[src/rtl/mem_stage_pkg.sv]
// rtl/mem_stage_pkg.sv - shared codes, state enum and writeback select for mem_stage_pipe
package mem_stage_pkg;

    localparam logic [1:0] SZ_BYTE = 2'b00;
    localparam logic [1:0] SZ_HALF = 2'b01;
    localparam logic [1:0] SZ_WORD = 2'b10;

    localparam logic [1:0] M2R_ALU  = 2'b00;
    localparam logic [1:0] M2R_LOAD = 2'b01;
    localparam logic [1:0] M2R_PC   = 2'b10;
    localparam logic [1:0] M2R_ZERO = 2'b11;

    typedef enum logic {
        ST_IDLE,
        ST_BUS
    } state_t;

    function automatic logic [31:0] wb_select(
        input logic [1:0]  m2r,
        input logic [31:0] alu,
        input logic [31:0] load,
        input logic [31:0] pc
    );
        case (m2r)
            M2R_ALU:  return alu;
            M2R_LOAD: return load;
            M2R_PC:   return pc;
            default:  return 32'h0;
        endcase
    endfunction

endpackage

[src/rtl/mem_lane_align.sv]
// rtl/mem_lane_align.sv - byte-lane steering: store replication, byte enables, load extract, misalign
module mem_lane_align
    import mem_stage_pkg::*;
(
    input  logic [1:0]  lane,
    input  logic [1:0]  size,
    input  logic        sign_ext,
    input  logic [31:0] store_data,
    input  logic [31:0] rdata,
    output logic [3:0]  be,
    output logic [31:0] wdata,
    output logic [31:0] load_data,
    output logic        misalign
);

    logic [31:0] shifted;

    always_comb begin
        shifted   = rdata >> {lane, 3'b000};
        be        = 4'b1111;
        wdata     = store_data;
        load_data = shifted;
        misalign  = 1'b0;
        case (size)
            SZ_BYTE: begin
                be        = 4'b0001 << lane;
                wdata     = {4{store_data[7:0]}};
                load_data = {{24{sign_ext & shifted[7]}}, shifted[7:0]};
            end
            SZ_HALF: begin
                be        = 4'b0011 << lane;
                wdata     = {2{store_data[15:0]}};
                load_data = {{16{sign_ext & shifted[15]}}, shifted[15:0]};
                misalign  = lane[0];
            end
            default: begin
                misalign  = (lane != 2'b00);
            end
        endcase
    end

endmodule

[src/rtl/mem_stage_pipe.sv]
// rtl/mem_stage_pipe.sv - MIPS MEM stage with req/ack bus; optional bus timeout under MEM_TIMEOUT_EN
module mem_stage_pipe
    import mem_stage_pkg::*;
#(
    parameter int ADDR_W         = 32,
    parameter int TIMEOUT_CYCLES = 255,
    parameter int REG_AW         = 5
) (
    input  logic              clk,
    input  logic              reset,
    input  logic              in_valid,
    output logic              in_ready,
    input  logic              mem_rd,
    input  logic              mem_wr,
    input  logic [1:0]        mem_size,
    input  logic              mem_signed,
    input  logic [31:0]       alu_out,
    input  logic [31:0]       store_data,
    input  logic [1:0]        mem_to_reg,
    input  logic [31:0]       new_pc,
    input  logic [REG_AW-1:0] rd_in,
    input  logic              reg_wr_in,
    output logic              bus_req,
    output logic              bus_we,
    output logic [ADDR_W-1:0] bus_addr,
    output logic [31:0]       bus_wdata,
    output logic [3:0]        bus_be,
    input  logic              bus_ack,
    input  logic [31:0]       bus_rdata,
    output logic              out_valid,
    input  logic              out_ready,
    output logic [31:0]       wb_data,
    output logic [REG_AW-1:0] wb_rd,
    output logic              wb_en,
    output logic              exc_misalign,
    output logic              exc_bus
);

    if (TIMEOUT_CYCLES < 1) begin : g_bad_timeout
        $error("mem_stage_pipe: TIMEOUT_CYCLES must be at least 1");
    end

    state_t state, state_nx;

    // Beat fields held for the duration of a bus transaction
    logic [1:0]        cap_lane;
    logic [1:0]        cap_size;
    logic              cap_signed;
    logic              cap_store;
    logic [1:0]        cap_m2r;
    logic [31:0]       cap_alu;
    logic [31:0]       cap_pc;
    logic [REG_AW-1:0] cap_rd;
    logic              cap_reg_wr;

    logic        in_bus;
    logic        accept;
    logic        is_mem;
    logic        bus_done;
    logic        timeout_hit;
    logic [1:0]  al_lane;
    logic [1:0]  al_size;
    logic        al_signed;
    logic [3:0]  al_be;
    logic [31:0] al_wdata;
    logic [31:0] al_load;
    logic        al_misalign;

    assign in_bus   = (state == ST_BUS);
    assign in_ready = (state == ST_IDLE) && (!out_valid || out_ready);
    assign accept   = in_valid && in_ready;
    assign is_mem   = mem_rd || mem_wr;
    assign bus_done = in_bus && (bus_ack || timeout_hit);

    // The aligner serves the incoming beat in IDLE and the captured beat in BUS
    assign al_lane   = in_bus ? cap_lane   : alu_out[1:0];
    assign al_size   = in_bus ? cap_size   : mem_size;
    assign al_signed = in_bus ? cap_signed : mem_signed;

    mem_lane_align u_align (
        .lane       (al_lane),
        .size       (al_size),
        .sign_ext   (al_signed),
        .store_data (store_data),
        .rdata      (bus_rdata),
        .be         (al_be),
        .wdata      (al_wdata),
        .load_data  (al_load),
        .misalign   (al_misalign)
    );

`ifdef MEM_TIMEOUT_EN
    localparam int CNT_W = $clog2(TIMEOUT_CYCLES + 1);
    logic [CNT_W-1:0] tmo_cnt;

    assign timeout_hit = in_bus && !bus_ack && (tmo_cnt == CNT_W'(TIMEOUT_CYCLES - 1));

    always_ff @(posedge clk) begin
        if (!reset) begin
            tmo_cnt <= '0;
        end else if (!in_bus) begin
            tmo_cnt <= '0;
        end else if (!bus_ack) begin
            tmo_cnt <= tmo_cnt + 1'b1;
        end
    end
`else
    assign timeout_hit = 1'b0;
    assign exc_bus     = 1'b0;
`endif

    always_ff @(posedge clk) begin
        if (!reset) begin
            state <= ST_IDLE;
        end else begin
            state <= state_nx;
        end
    end

    always_comb begin
        state_nx = state;
        case (state)
            ST_IDLE: if (accept && is_mem && !al_misalign) state_nx = ST_BUS;
            ST_BUS:  if (bus_done) state_nx = ST_IDLE;
            default: state_nx = ST_IDLE;
        endcase
    end

    always_ff @(posedge clk) begin
        if (!reset) begin
            bus_req      <= 1'b0;
            bus_we       <= 1'b0;
            bus_addr     <= '0;
            bus_wdata    <= '0;
            bus_be       <= '0;
            out_valid    <= 1'b0;
            wb_data      <= '0;
            wb_rd        <= '0;
            wb_en        <= 1'b0;
            exc_misalign <= 1'b0;
`ifdef MEM_TIMEOUT_EN
            exc_bus      <= 1'b0;
`endif
            cap_lane     <= '0;
            cap_size     <= '0;
            cap_signed   <= 1'b0;
            cap_store    <= 1'b0;
            cap_m2r      <= '0;
            cap_alu      <= '0;
            cap_pc       <= '0;
            cap_rd       <= '0;
            cap_reg_wr   <= 1'b0;
        end else begin
            if (out_valid && out_ready) begin
                out_valid <= 1'b0;
            end
            if (accept) begin
                if (is_mem && !al_misalign) begin
                    cap_lane   <= alu_out[1:0];
                    cap_size   <= mem_size;
                    cap_signed <= mem_signed;
                    cap_store  <= mem_wr && !mem_rd;
                    cap_m2r    <= mem_to_reg;
                    cap_alu    <= alu_out;
                    cap_pc     <= new_pc;
                    cap_rd     <= rd_in;
                    cap_reg_wr <= reg_wr_in;
                    bus_req    <= 1'b1;
                    bus_we     <= mem_wr && !mem_rd;
                    bus_addr   <= {alu_out[ADDR_W-1:2], 2'b00};
                    bus_be     <= al_be;
                    bus_wdata  <= al_wdata;
                end else begin
                    // Non-memory op or misaligned access retires straight from IDLE
                    out_valid    <= 1'b1;
                    wb_data      <= wb_select(mem_to_reg, alu_out, al_load, new_pc);
                    wb_rd        <= rd_in;
                    wb_en        <= reg_wr_in && !is_mem;
                    exc_misalign <= is_mem;
`ifdef MEM_TIMEOUT_EN
                    exc_bus      <= 1'b0;
`endif
                end
            end else if (bus_done) begin
                out_valid    <= 1'b1;
                wb_data      <= wb_select(cap_m2r, cap_alu, al_load, cap_pc);
                wb_rd        <= cap_rd;
                wb_en        <= bus_ack && cap_reg_wr && !cap_store;
                exc_misalign <= 1'b0;
`ifdef MEM_TIMEOUT_EN
                exc_bus      <= !bus_ack;
`endif
                bus_req      <= 1'b0;
                bus_we       <= 1'b0;
            end
        end
    end

endmodule

[config.mk]
export PLATFORM = sky130hd
export DESIGN_NAME = mem_stage_pipe
export DESIGN_NICKNAME = d
export VERILOG_FILES = /design/src/rtl/mem_stage_pkg.sv /design/src/rtl/mem_lane_align.sv /design/src/rtl/mem_stage_pipe.sv
export SDC_FILE = /design/constraint.sdc
export NUM_CORES = 1
export LEC_CHECK = 0
export CAP_MARGIN = 20
export CELL_PAD_IN_SITES_DETAIL_PLACEMENT = 1
export CELL_PAD_IN_SITES_GLOBAL_PLACEMENT = 2
export CORE_ASPECT_RATIO = 0.8
export CORE_MARGIN = 8
export CORE_UTILIZATION = 26
export DETAILED_ROUTE_END_ITERATION = 8
export GPL_TIMING_DRIVEN = 0
export MAX_ROUTING_LAYER = met4
export PLACE_DENSITY_LB_ADDON = 0.1
export SYNTH_ARGS = -nofsm -noshare
export SYNTH_HDL_FRONTEND = slang
export SYNTH_SLANG_ARGS = --single-unit
[constraint.sdc]
create_clock -name clk -period 3 [get_ports clk]
set_clock_uncertainty 0.2 [all_clocks]
set_input_delay 0.6 -clock clk [delete_from_list [all_inputs] [get_ports clk]]
set_output_delay 0.6 -clock clk [all_outputs]
set_load 0.005 [all_outputs]
# --- After elaboration in Yosys (flattened, before gate mapping) ---
# Cells that the tools add are included.
totals:
  inputBits: 146
  regBits: 187
op_classes:
  muxes: 32
  shifts: 3
  reduce_logical: 26
  eq_ne: 7
  bitwise_logic: 3
op_table:
  columns: ["op", "count"]
  rows:
  - ["$pmux 32 s3", 2]
  - ["$pmux 32 s2", 2]
  - ["$mux 32", 3]
  - ["$shr 32x5->32", 1]
  - ["$mux 1", 17]
  - ["$mux 5", 3]
  - ["$logic_and 1x1->1", 11]
  - ["$pmux 4 s2", 1]
  - ["$eq 2x1->1 const B", 3]
  - ["$logic_not 2->1", 3]
  - ["$reduce_and 2->1", 3]
  - ["$logic_not 1->1", 5]
  - ["$eq 2x2->1 const B", 2]
  - ["$mux 2", 2]
  - ["$pmux 1 s2", 2]
  - ["$reduce_bool 2->1", 2]
  - ["$shl 1x2->4 const A", 1]
  - ["$shl 2x2->4 const A", 1]
  - ["$and 1x1->1", 2]
  - ["$logic_or 1x1->1", 2]
  - ["$ne 2x1->1 const B", 1]
  - ["$ne 2x2->1 const B", 1]
  - ["$not 1->1", 1]

# --- Depth between registers and ports, before layout ---
# Gate-level depths: netlist of the first run.
logic_depth:
  ltp_word: 8
  mapped_depth: 9

# --- Modules after synthesis ---
# A second synthesis of the first run with hierarchy kept.
unflattened:
  cells_unflattened: 1110
  area_unflattened_um2: 8722.1
by_module_without_submodules:
  columns: ["mod", "seq_area_each_um2", "n_inst", "cells_each", "area_per_inst_um2"]
  rows:
  - ["mem_stage_pipe", 3103.0, 1, 912, 7438.4]
  - ["mem_lane_align", 0.0, 1, 198, 1283.7]

# --- Worst setup path before layout of the first run ---
# Ideal clock, no wire load.
synth_path:
  path_kind: "in2reg"
  from: "input port alu_out[1]"
  to: "register wb_data[16]"
  setup_slack_ps: 620
  cell_stages: 7
  arrival_time_ps: 2063
  n_path_buf: 1
  required_ps: 2683
  cell_sequence: "buf_2 -> nand2_1 -> a22oi_4 -> a21oi_1 -> o21ai_4 -> mux2_2 -> a32o_1"
synth_via:
  elab_chain_cells: 7
  elab_cells_between_ends: 16
synth_lines:
  columns: ["element", "line_no", "source"]
  rows:
  - ["start: declaration", "mem_stage_pipe.sv:17", "input logic [31:0] alu_out,"]
  - ["$mux 2 (*)", "mem_stage_pipe.sv:76", "assign al_lane = in_bus ? cap_lane : alu_out[1:0];"]
  - ["$shr 32x5->32 / $reduce_bool 2->1 (equally long branches)", "mem_lane_align.sv:19, mem_lane_align.sv:37", null]
  - ["$and 1x1->1 (tied with other cells)", "mem_lane_align.sv:33", "load_data = {{16{sign_ext & shifted[15]}}, shifted[15:0]};"]
  - ["$pmux 32 s2 / $logic_not 1->1 (equally long branches)", "mem_lane_align.sv:24, mem_stage_pipe.sv:158", null]
  - ["$pmux 32 s3 / $logic_and 1x1->1 (equally long branches)", "mem_stage_pkg.sv:24, mem_stage_pipe.sv:158", null]
  - ["$mux 32 (tied with other cells)", "mem_stage_pipe.sv:184", "end else if (bus_done) begin"]
  - ["$mux 32 / $reduce_and 2->1 (equally long branches)", null, null]
  - ["end signal: assignment", "mem_stage_pipe.sv:176", "wb_data <= wb_select(mem_to_reg, alu_out, al_load, new_pc);"]
  - ["end signal: assignment", "mem_stage_pipe.sv:186", "wb_data <= wb_select(cap_m2r, cap_alu, al_load, cap_pc);"]
  - ["end: declaration", "mem_stage_pipe.sv:32", "output logic [31:0] wb_data,"]
# Mark *: on every way between the ends. The rest lies on a longest branch, timed or not. The select of a mux whose other input is x is not followed.
# A chain may end at the register's enable or synchronous reset.

# --- Worst setup path in the final report of the first run ---
layout_path:
  from: "input port alu_out[1]"
  to: "register wb_data[26]"
# The elaborated chain is that of the path after synthesis.

==> summary.txt, run 1 <==
I/O pins - 258
Max Cap Viol - 0
vias - 9,247
register area share after synthesis - 37.3%
outcome - finished clean
area grow syn2layout - 44.9%
initial antenna violation count - 7
die area - 38,000 µm²
vias in the first global route - 9,488
Syn Area/Cell - 7.67 µm²
core area - 31,400 µm²
worst-margin pin slew - 1.08 ns
htree depth - 4
Die H - 176 µm
gpl congestion - 0.865
min Tclk post-route - 2.91 ns
final setup vio count - 0
fmax - 0.343 GHz
Slowest-stage cell, CP - a311oi_4
worst min-delay path endpoint - cap_pc[24]
Hold Crit Class - flip-flop to flip-flop
Worst R2R Setup Slack - 0.26 ns
critical path's top delay family - compound AO/OA/AOI/OAI gates
multi-input logic area - 4550 µm²
Finished Cell Area - 12,000 µm²
total global-route track usage - 22.8%
largest net degree at the start of global routing - 17
VDD IR max - 355 µV
cts hold-fix bufs - 0
yosys warns - 0
PD cells - 567 nW/µm²
Cell Rows - 58
CTS tree - done
slew margin rel. - 28.2%
worst r2r dst - wb_data[10]
RSZ-0062 raised after global routing - yes
Die W - 216 µm
Initial Util - 26.4%
setup TNS - 0 ns
DRC Markers - 0
R2R cell count - 8
Worst-path clk slew - 0.07 ns
WL final - 43.4 mm
Slew Viols, Final - 0
HPWL after DPL - 34.1 mm
FFs w/ async S/R, synth - 0%
first-pass GRT wire length - 63.0 mm
total of fill cells in the finished design - 3,769
EDFF count, synth - 0
mapped cell area - 8310 µm²
crit-path cells - clkdlybuf4s50_1 > buf_2 > nand2_1 > a22oi_4 > a21oi_1 > o21a_1 > a311oi_4 > a31oi_1
crit-path max FO - 10
startpoint types - primary input
CTS Buffer Depth - 2
FF/Latch Area - 3100 µm²
Critical Path RT - 3.10 ns
FF-to-FF Start - in_bus
# clock sinks - 155
Synth Register Bits - 155
period utilization - 97.1%
grt ovf - 0
Final Core Density - 38.3%
Tot Pwr - 0.00683 W
Final ANT Viol Nets - 0
DR WL/cell - 24.1 µm
worst skew pair latency - 0.45 ns
Placed Area - 11,300 µm²
DRT Pass-1 Iters - 7
Synth Instances - 1,084
DRT iter0 DRCs - 605
CP Class - primary input to flip-flop
Via density - 5.14
CTS Buf Count - 17
Distinct cells, synth - 57
Hold Path Origin - cap_pc[24]
prevailing post-synth register cell - dfxtp_1
layout cells sized above 1 - 10.9%
Clk Tree Root Cell - clkbuf_16
worst path bufs/invs - 2
IO Port Bufs - 250
Setup crit end kind - flip-flop
leakage - 4.37 nW
nets - 1,506
worst path arrival time - 3.01 ns
Max stage delay on crit path - 0.51 ns
Hold Path Stages - 2
Fin. Hold Viols - 0
stage by stage:
step | hold WS [ns] | std cells | worst slack [ns]
after floorplan | 0.236 | 1086 | 0.620
after global placement | 0.241 | 1756 | -0.637
after detailed placement | 0.248 | 1757 | -0.684
after CTS | 0.257 | 1789 | 0.0121
after global routing | 0.273 | 1800 | -0.00336
final | 0.254 | 1800 | 0.0870
routing by layer:
| metal | vias up | global-route usage [%] | wire (µm) |
|---|---|---|---|
| met1 | 4591 | 30.4 | 20700 |
| li1 | 4353 | - | - |
| met3 | 44 | 4.74 | 2290 |
| met5 | - | - | 0 |
| met2 | 259 | 34.4 | 19600 |
| met4 | 0 | 6.80 | 856 |
power breakdown:
part / total [W] / internal (W) / switching [W]
Sequential: 0.00241 / 0.00227 / 0.000137
Combinational: 0.00213 / 0.000935 / 0.00120
Clock: 0.00229 / 0.00127 / 0.00101
final cells by class:
type | count | share of cell area [%]
diodes | 7 | 0.145
plain buffers | 125 | 5.74
clock buffers | 19 | 3.68
clock inverters | 13 | 1.32
inverters | 3 | 0.0935
multi-input cells | 803 | 37.8
flip-flops and latches | 155 | 25.8
well taps | 420 | 4.36
repair buffers | 255 | 21.1
sequential cells by signal (all words and copies together), names as in the netlist:
| name | cells |
|---|---|
| bus_be | 4 |
| bus_req | 1 |
| bus_wdata | 32 |
| bus_we | 1 |
| cap_alu | 31 |
| cap_lane | 1 |
| cap_m2r | 2 |
| cap_pc | 32 |
| cap_rd | 5 |
| cap_reg_wr | 1 |
| cap_signed | 1 |
| cap_size | 2 |
| cap_store | 1 |
| exc_misalign | 1 |
| in_bus | 1 |
| out_valid | 1 |
| wb_data | 32 |
| wb_en | 1 |
| wb_rd | 5 |
logic make-up after synthesis:
logic type	share of synthesized area (%)
compound gates	24.3
buf+inv	8.19
flops	37.3
mux	11.5
other cells	0.0451
simple gates	18.5
worst register-to-register path: cells and delay by family, from the launching register on:
family / cells / cell delay (ns)
AO/OA/AOI/OAI: 3 / 0.82
flip-flops: 1 / 0.41
buffers and inverters: 2 / 0.50
AND/OR/NAND/NOR: 2 / 0.28
multiplexers: 1 / 0.40
cells in the mapped netlist, types with 9 or more instances:
| cell | n | share of area [%] |
|---|---|---|
| o21ai_0 | 73 | 4.4 |
| buf_2 | 37 | 2.2 |
| a32o_1 | 9 | 1.1 |
| a21oi_1 | 130 | 7.8 |
| buf_4 | 35 | 3.2 |
| nor2_1 | 74 | 3.3 |
| o32ai_1 | 9 | 0.95 |
| a311oi_1 | 22 | 2.3 |
| o22ai_1 | 17 | 1.3 |
| mux2i_1 | 72 | 8.7 |
| mux2_2 | 18 | 2.4 |
| nand2_1 | 270 | 12 |
| a31oi_1 | 19 | 1.4 |
| dfxtp_1 | 155 | 37 |
| a211oi_1 | 9 | 0.81 |
| clkbuf_1 | 49 | 2.2 |
cells in the final DEF (no fill, tap or decap), drive strengths merged, types with 3 or more instances in the layout:
cell	instances
nand2	271
clkdlybuf4s50	250
dfxtp	155
a21oi	131
buf	79
o21ai	75
nor2	74
mux2i	74
clkbuf	70
a311oi	23
a31oi	19
mux2	18
o22ai	17
a211oi	10
o32ai	9
a32o	9
a22oi	8
inv	8
diode	7
and3	7
nand2b	7
nor2b	7
o311ai	7
nor3	6
a222oi	5
clkinv	4
a221oi	3
conb	3
and2	3
worst max path at each step:
stage / from / endpoint / cells past startpoint
floorplan: alu_out[1] / wb_data[16] / 7
global placement: mem_size[0] / cap_pc[25] / 9
detailed placement: mem_size[0] / cap_alu[2] / 9
CTS: alu_out[1] / wb_data[25] / 8
global route: mem_size[0] / cap_signed / 10
finish: alu_out[1] / wb_data[26] / 8
what timing repair did:
action                                  CTS  global route
gates resized for setup                   5            17
endpoints found under the hold margin     0             0
endpoints found under the setup margin   31            92
pin swaps                                 0             2
setup buffers                             0             4
Power figures use the tool's default switching activity.
==> run 2: changes to the inputs <==
==> constraint.sdc (replaced) <==
create_clock -name clk -period 3 [get_ports clk]
set_clock_uncertainty 0.2 [all_clocks]
set_input_delay 0.3 -clock clk [delete_from_list [all_inputs] [get_ports clk]]
set_output_delay 0.3 -clock clk [all_outputs]
set_load 0.005 [all_outputs]
==> summary.txt, run 2 (same netlist as run 1, synthesis figures left out) <==
fmax - 0.342 GHz (-0.33%)
clock share of power - 33.6% (about the same)
vias in the first global route - 9,491 (+0.032%)
Cell Rows - 58 (unchanged)
critical path's top delay family - buffers and inverters
postcts setup bufs - 0 (unchanged)
I/O pins - 258 (unchanged)
total global-route track usage - 22.8% (unchanged)
CTS Buf Count - 17 (unchanged)
Die W - 216 µm (unchanged)
Max stage delay on crit path - 0.76 ns (+0.25 ns)
NetSw - 0.00233 W (-0.67%)
Hold Path Origin - alu_out[0]
Worst R2R Setup Slack - 0.18 ns (-0.08 ns)
Placed Area - 11,300 µm² (unchanged)
Hold Path Stages - 3 (+1)
startpoint types - primary input
DR WL/cell - 24.1 µm (-0.17%)
slew margin rel. - 28.2% (about the same)
Fin. Hold Viols - 0 (unchanged)
sw frac - 34.3% (-0.050 points)
Clk Tree Root Cell - clkbuf_16
CTS tree - done
Reg power frac - 35.5% (+0.2 points)
R2R cell count - 8 (unchanged)
# clock sinks - 155 (unchanged)
Die H - 176 µm (unchanged)
crit-path max FO - 10 (unchanged)
Initial Util - 26.4% (unchanged)
Worst-path clk slew - 0.07 ns (about the same)
VDD IR max - 355 µV (+0.17%)
core area - 31,400 µm² (unchanged)
worst skew pair latency - 0.45 ns (about the same)
IO Port Bufs - 250 (unchanged)
nets - 1,502 (-0.27%)
worst path arrival time - 3.10 ns (+0.09 ns)
Finished Cell Area - 12,000 µm² (-0.53%)
DRC Markers - 0 (unchanged)
commonest cells after routing, fill and taps aside - 270 x nand2_1, 250 x clkdlybuf4s50_1, 155 x dfxtp_1, 130 x a21oi_1, 74 x nor2_1
commonest non-fill, non-tap cell in the layout - nand2_1
PD cells - 567 nW/µm² (about the same)
biggest regs - bus_wdata x32, cap_pc x32, wb_data x32
final cell count without fillers - 1,796 (-0.22%)
crit-path cells - dlygate4sd3_1 > buf_2 > nor3_1 > a21oi_1 > buf_2 > a211oi_4 > clkbuf_1 > nand2_1 > a21oi_1
worst min-delay path endpoint - cap_lane[0]
Slowest-stage cell, CP - clkbuf_1
gpl congestion - 0.865 (unchanged)
placed insts - 1,757 (unchanged)
area grow syn2layout - 44.1%
Comb power frac - 30.9% (-0.3 points)
final setup vio count - 0 (unchanged)
first-pass GRT wire length - 63.0 mm (unchanged)
setup TNS - 0 ns (unchanged)
internal power - 0.00446 W (-0.44%)
min Tclk post-route - 2.92 ns (+0.00961 ns)
worst r2r dst - cap_alu[10]
vias - 9,210 (-0.40%)
Setup crit end kind - flip-flop
outcome - finished clean
RSZ-0062 raised after global routing - no
Hold Crit Class - primary input to flip-flop
WL final - 43.3 mm (-0.39%)
initial antenna violation count - 7 (unchanged)
leakage - 4.33 nW (-0.99%)
htree depth - 4 (unchanged)
DRT Pass-1 Iters - 5 (-2)
HPWL after DPL - 34.1 mm (unchanged)
grt ovf - 0 (unchanged)
Via density - 5.13 (-0.18%)
largest net degree at the start of global routing - 17 (unchanged)
CP Class - primary input to flip-flop
worst-margin pin slew - 1.08 ns (-0.000370 ns)
Slew Viols, Final - 0 (unchanged)
CTS Buffer Depth - 2 (unchanged)
Critical Path RT - 3.18 ns (+0.08 ns)
die area - 38,000 µm² (unchanged)
Final ANT Viol Nets - 0 (unchanged)
Final Core Density - 38.1% (-0.20 points)
FF-to-FF Start - in_bus
worst path bufs/invs - 4 (+2)
Max Cap Viol - 0 (unchanged)
period utilization - 97.4% (+0.32 points)
DRT iter0 DRCs - 612 (+1.2%)
layout cells sized above 1 - 10.0% (-0.84 points)
run 2: cell type report:
type	instances	area, µm²
sequential	155	3100
timing repair buffer	252	2520
antenna	7	17.5
inverter	3	11.3
multi-input combinational	803	4530
tap	420	526
buffer	124	668
fill	3772	19400
clock buffer	19	443
clock inverter	13	159
run 2: timing repair:
action / 4_1_cts / 5_1_grt
hold endpoints to repair: 1 / 0
gates resized for setup: 1 / 2
hold buffers: 1 / 0
setup endpoints to repair: 2 / 15
run 2: layer usage:
layer  global-route usage (%)  routed length [µm]  vias up
met4                     6.80                 909        0
met3                     4.69                2150       50
met2                     34.4               19500      257
met1                     30.5               20700     4561
li1                         -                   -     4342
met5                        -                   0        -
run 2: how the worst max path moves through the flow:
stage	start	endpoint	slack (ns)	cells after the start
floorplan	in_bus	wb_data[24]	0.88	6
global placement	mem_size[0]	cap_pc[25]	-0.34	9
detailed placement	mem_size[0]	cap_alu[2]	-0.38	9
CTS	mem_size[1]	cap_signed	0.05	10
global route	mem_size[1]	cap_alu[9]	0.004	9
finish	mem_size[1]	cap_alu[10]	0.08	9
run 2: worst min-delay path: stages:
cell and delay (ns):
buf_2 0.18, nand2_1 0.09, a21oi_1 0.05
run 2: through the flow:
| stage | setup slack, ns | hold slack, ns | power, W |
|---|---|---|---|
| 2_1_floorplan | 0.885 | 0.236 | 0.00343 |
| 3_3_place_gp | -0.337 | 0.241 | 0.00453 |
| 3_5_place_dp | -0.384 | 0.248 | 0.00455 |
| 4_1_cts | 0.0458 | 0.0166 | 0.00687 |
| 5_1_grt | 0.00415 | 0.0659 | 0.00712 |
| 6_report | 0.0774 | 0.0332 | 0.00679 |
run 2: power by group through the flow:
stage          Combinational, W  Sequential [W]  Clock [W]
6_report                0.00210         0.00241    0.00228
5_1_grt                 0.00227         0.00244    0.00241
4_1_cts                 0.00211         0.00241    0.00234
3_5_place_dp            0.00210         0.00245          0
3_3_place_gp            0.00208         0.00245          0
2_1_floorplan           0.00100         0.00243          0
==> run 3: changes to the inputs <==
- CAP_MARGIN: 20 -> not set
==> summary.txt, run 3 (same netlist as run 1, synthesis figures left out) <==
sw frac - 34.4% (+0.075 points)
area grow syn2layout - 44.0%
Die H - 176 µm (unchanged)
pre-CTS setup slack - -0.379 ns (+0.00408 ns)
biggest regs - bus_wdata x32, cap_pc x32, wb_data x32
Hold Crit Class - primary input to flip-flop
DRC Markers - 0 (unchanged)
IO Port Bufs - 250 (unchanged)
NetSw - 0.00233 W (+0.16%)
commonest cells after routing, fill and taps aside - 270 x nand2_1, 250 x clkdlybuf4s50_1, 155 x dfxtp_1, 130 x a21oi_1, 74 x nor2_1
outcome - finished clean
CP most frequent cell - buf_2
final setup vio count - 0 (unchanged)
vias in the first global route - 9,543 (+0.55%)
DRT Pass-1 Iters - 6 (+1)
Max stage delay on crit path - 0.73 ns (-0.03 ns)
Finished Cell Area - 12,000 µm² (-0.11%)
Critical Path RT - 3.07 ns (-0.11 ns)
gpl congestion - 0.865 (unchanged)
die area - 38,000 µm² (unchanged)
largest net degree at the start of global routing - 17 (unchanged)
period utilization - 95.6% (-1.9 points)
GR peak layer - met2
Comb power frac - 30.8% (about the same)
Via density - 5.09 (-0.80%)
startpoint types - primary input
min Tclk post-route - 2.87 ns (-0.0561 ns)
Initial Util - 26.4% (unchanged)
PD cells - 567 nW/µm² (about the same)
HPWL after DPL - 34.2 mm (+0.11%)
clock share of power - 33.7% (about the same)
layout cells sized above 1 - 10.0% (about the same)
worst skew pair latency - 0.44 ns (about the same)
CTS Buffer Depth - 2 (unchanged)
slew margin rel. - 31.0% (+2.7 points)
Max Cap Viol - 0 (unchanged)
crit-path max FO - 10 (unchanged)
RSZ-0062 raised after global routing - no
Setup crit end kind - flip-flop
Cell Rows - 58 (unchanged)
VDD IR max - 344 µV (-3.1%)
DR WL/cell - 24.1 µm (+0.13%)
Fin. Hold Viols - 0 (unchanged)
met3 usage - 4.64% (-0.052 points)
Final ANT Viol Nets - 0 (unchanged)
crit-path cells - dlygate4sd3_1 > buf_2 > nor3_1 > a21oi_1 > buf_2 > a211oi_4 > clkbuf_1 > a211oi_1
core area - 31,400 µm² (unchanged)
met1 usage - 30.5% (+0.044 points)
vias - 9,126 (-0.91%)
worst path arrival time - 2.94 ns (-0.16 ns)
CTS tree - done
Reg power frac - 35.5% (about the same)
WL final - 43.3 mm (about the same)
Placed Area - 11,300 µm² (about the same)
critical path's top delay family - buffers and inverters
Slowest-stage cell, CP - clkbuf_1
Worst-path clk slew - 0.07 ns (about the same)
total global-route track usage - 22.7% (-0.087 points)
leakage - 4.32 nW (-0.17%)
htree depth - 4 (unchanged)
grt ovf - 0 (unchanged)
fmax - 0.349 GHz (+2.0%)
worst path bufs/invs - 4 (unchanged)
DRT iter0 DRCs - 556 (-9.2%)
internal power - 0.00446 W (-0.17%)
Die W - 216 µm (unchanged)
Slew Viols, Final - 0 (unchanged)
slack of the critical path - 0.133 ns (+0.0561 ns)
first-pass GRT wire length - 63.1 mm (about the same)
CP Class - primary input to flip-flop
# clock sinks - 155 (unchanged)
Clk Tree Root Cell - clkbuf_16
grt met2 use - 34.8% (+0.45 points)
worst-margin pin slew - 1.04 ns (-0.0411 ns)
initial antenna violation count - 6 (-1)
commonest non-fill, non-tap cell in the layout - nand2_1
nets - 1,501 (-0.067%)
I/O pins - 258 (unchanged)
CTS Buf Count - 17 (unchanged)
## run 3: changes by cell type in the layout (fill, tap and decap cells not counted), sizes merged
cell      delta
buf          -1
clkbuf       -1
clkinv       -1
clkinvlp     +1
diode        -1
inv          +1
## run 3: metrics by stage
step | util, % | power (W) | hold WS (ns) | std cells | setup TNS [ns]
2_1_floorplan | - | 0.00343 | 0.236 | 1086 | 0
3_3_place_gp | 36.1 | 0.00453 | 0.241 | 1756 | -9.70
3_5_place_dp | 36.1 | 0.00455 | 0.248 | 1756 | -12.68
4_1_cts | 38.0 | 0.00685 | 0.0263 | 1789 | 0
5_1_grt | 38.1 | 0.00712 | 0.0598 | 1794 | 0
6_report | 38.1 | 0.00679 | 0.0483 | 1794 | 0
## run 3: layout make-up
cell class,instances,area [µm²]
diodes,6,15.0
plain buffers,124,668
clock buffers,18,439
clock inverters,14,156
fillers,3762,19500
inverters,3,11.3
multi-input cells,803,4530
flip-flops and latches,155,3100
well taps,420,526
repair buffers,251,2510
## run 3: worst paths after layout
path / start / endpoint / slack (ns) / cells after the start
setup / recovery: mem_size[1] / bus_wdata[25] / 0.13 / 8
hold / removal: alu_out[0] / cap_lane[0] / 0.05 / 3
setup reg to reg: in_bus / wb_data[10] / 0.19 / 8
hold reg to reg: cap_pc[24] / cap_pc[24] / 0.25 / 2
## run 3: timing repair
item	4_1_cts	5_1_grt
gates resized for setup	1	2
setup endpoints to repair	2	11
setup buffers	0	0
hold endpoints to repair	1	0
hold buffers	1	0
## run 3: metal layers
layer / vias to the layer above / part of all wire, %
met2: 216 / 45
met1: 4541 / 49
met3: 32 / 4.6
li1: 4337 / -
met5: - / 0
met4: 0 / 1.4
## run 3: power groups by stage
stage / registers, W / clock network (W) / logic, W
2_1_floorplan: 0.00243 / 0 / 0.00100
3_5_place_dp: 0.00246 / 0 / 0.00209
3_3_place_gp: 0.00245 / 0 / 0.00208
6_report: 0.00241 / 0.00229 / 0.00209
4_1_cts: 0.00241 / 0.00233 / 0.00211
5_1_grt: 0.00244 / 0.00241 / 0.00227
## run 3: worst min-delay path: cells and delay by family
kind	cells	cell delay (ns)
simple gates	1	0.09
buf+inv	1	0.19
compound gates	1	0.06
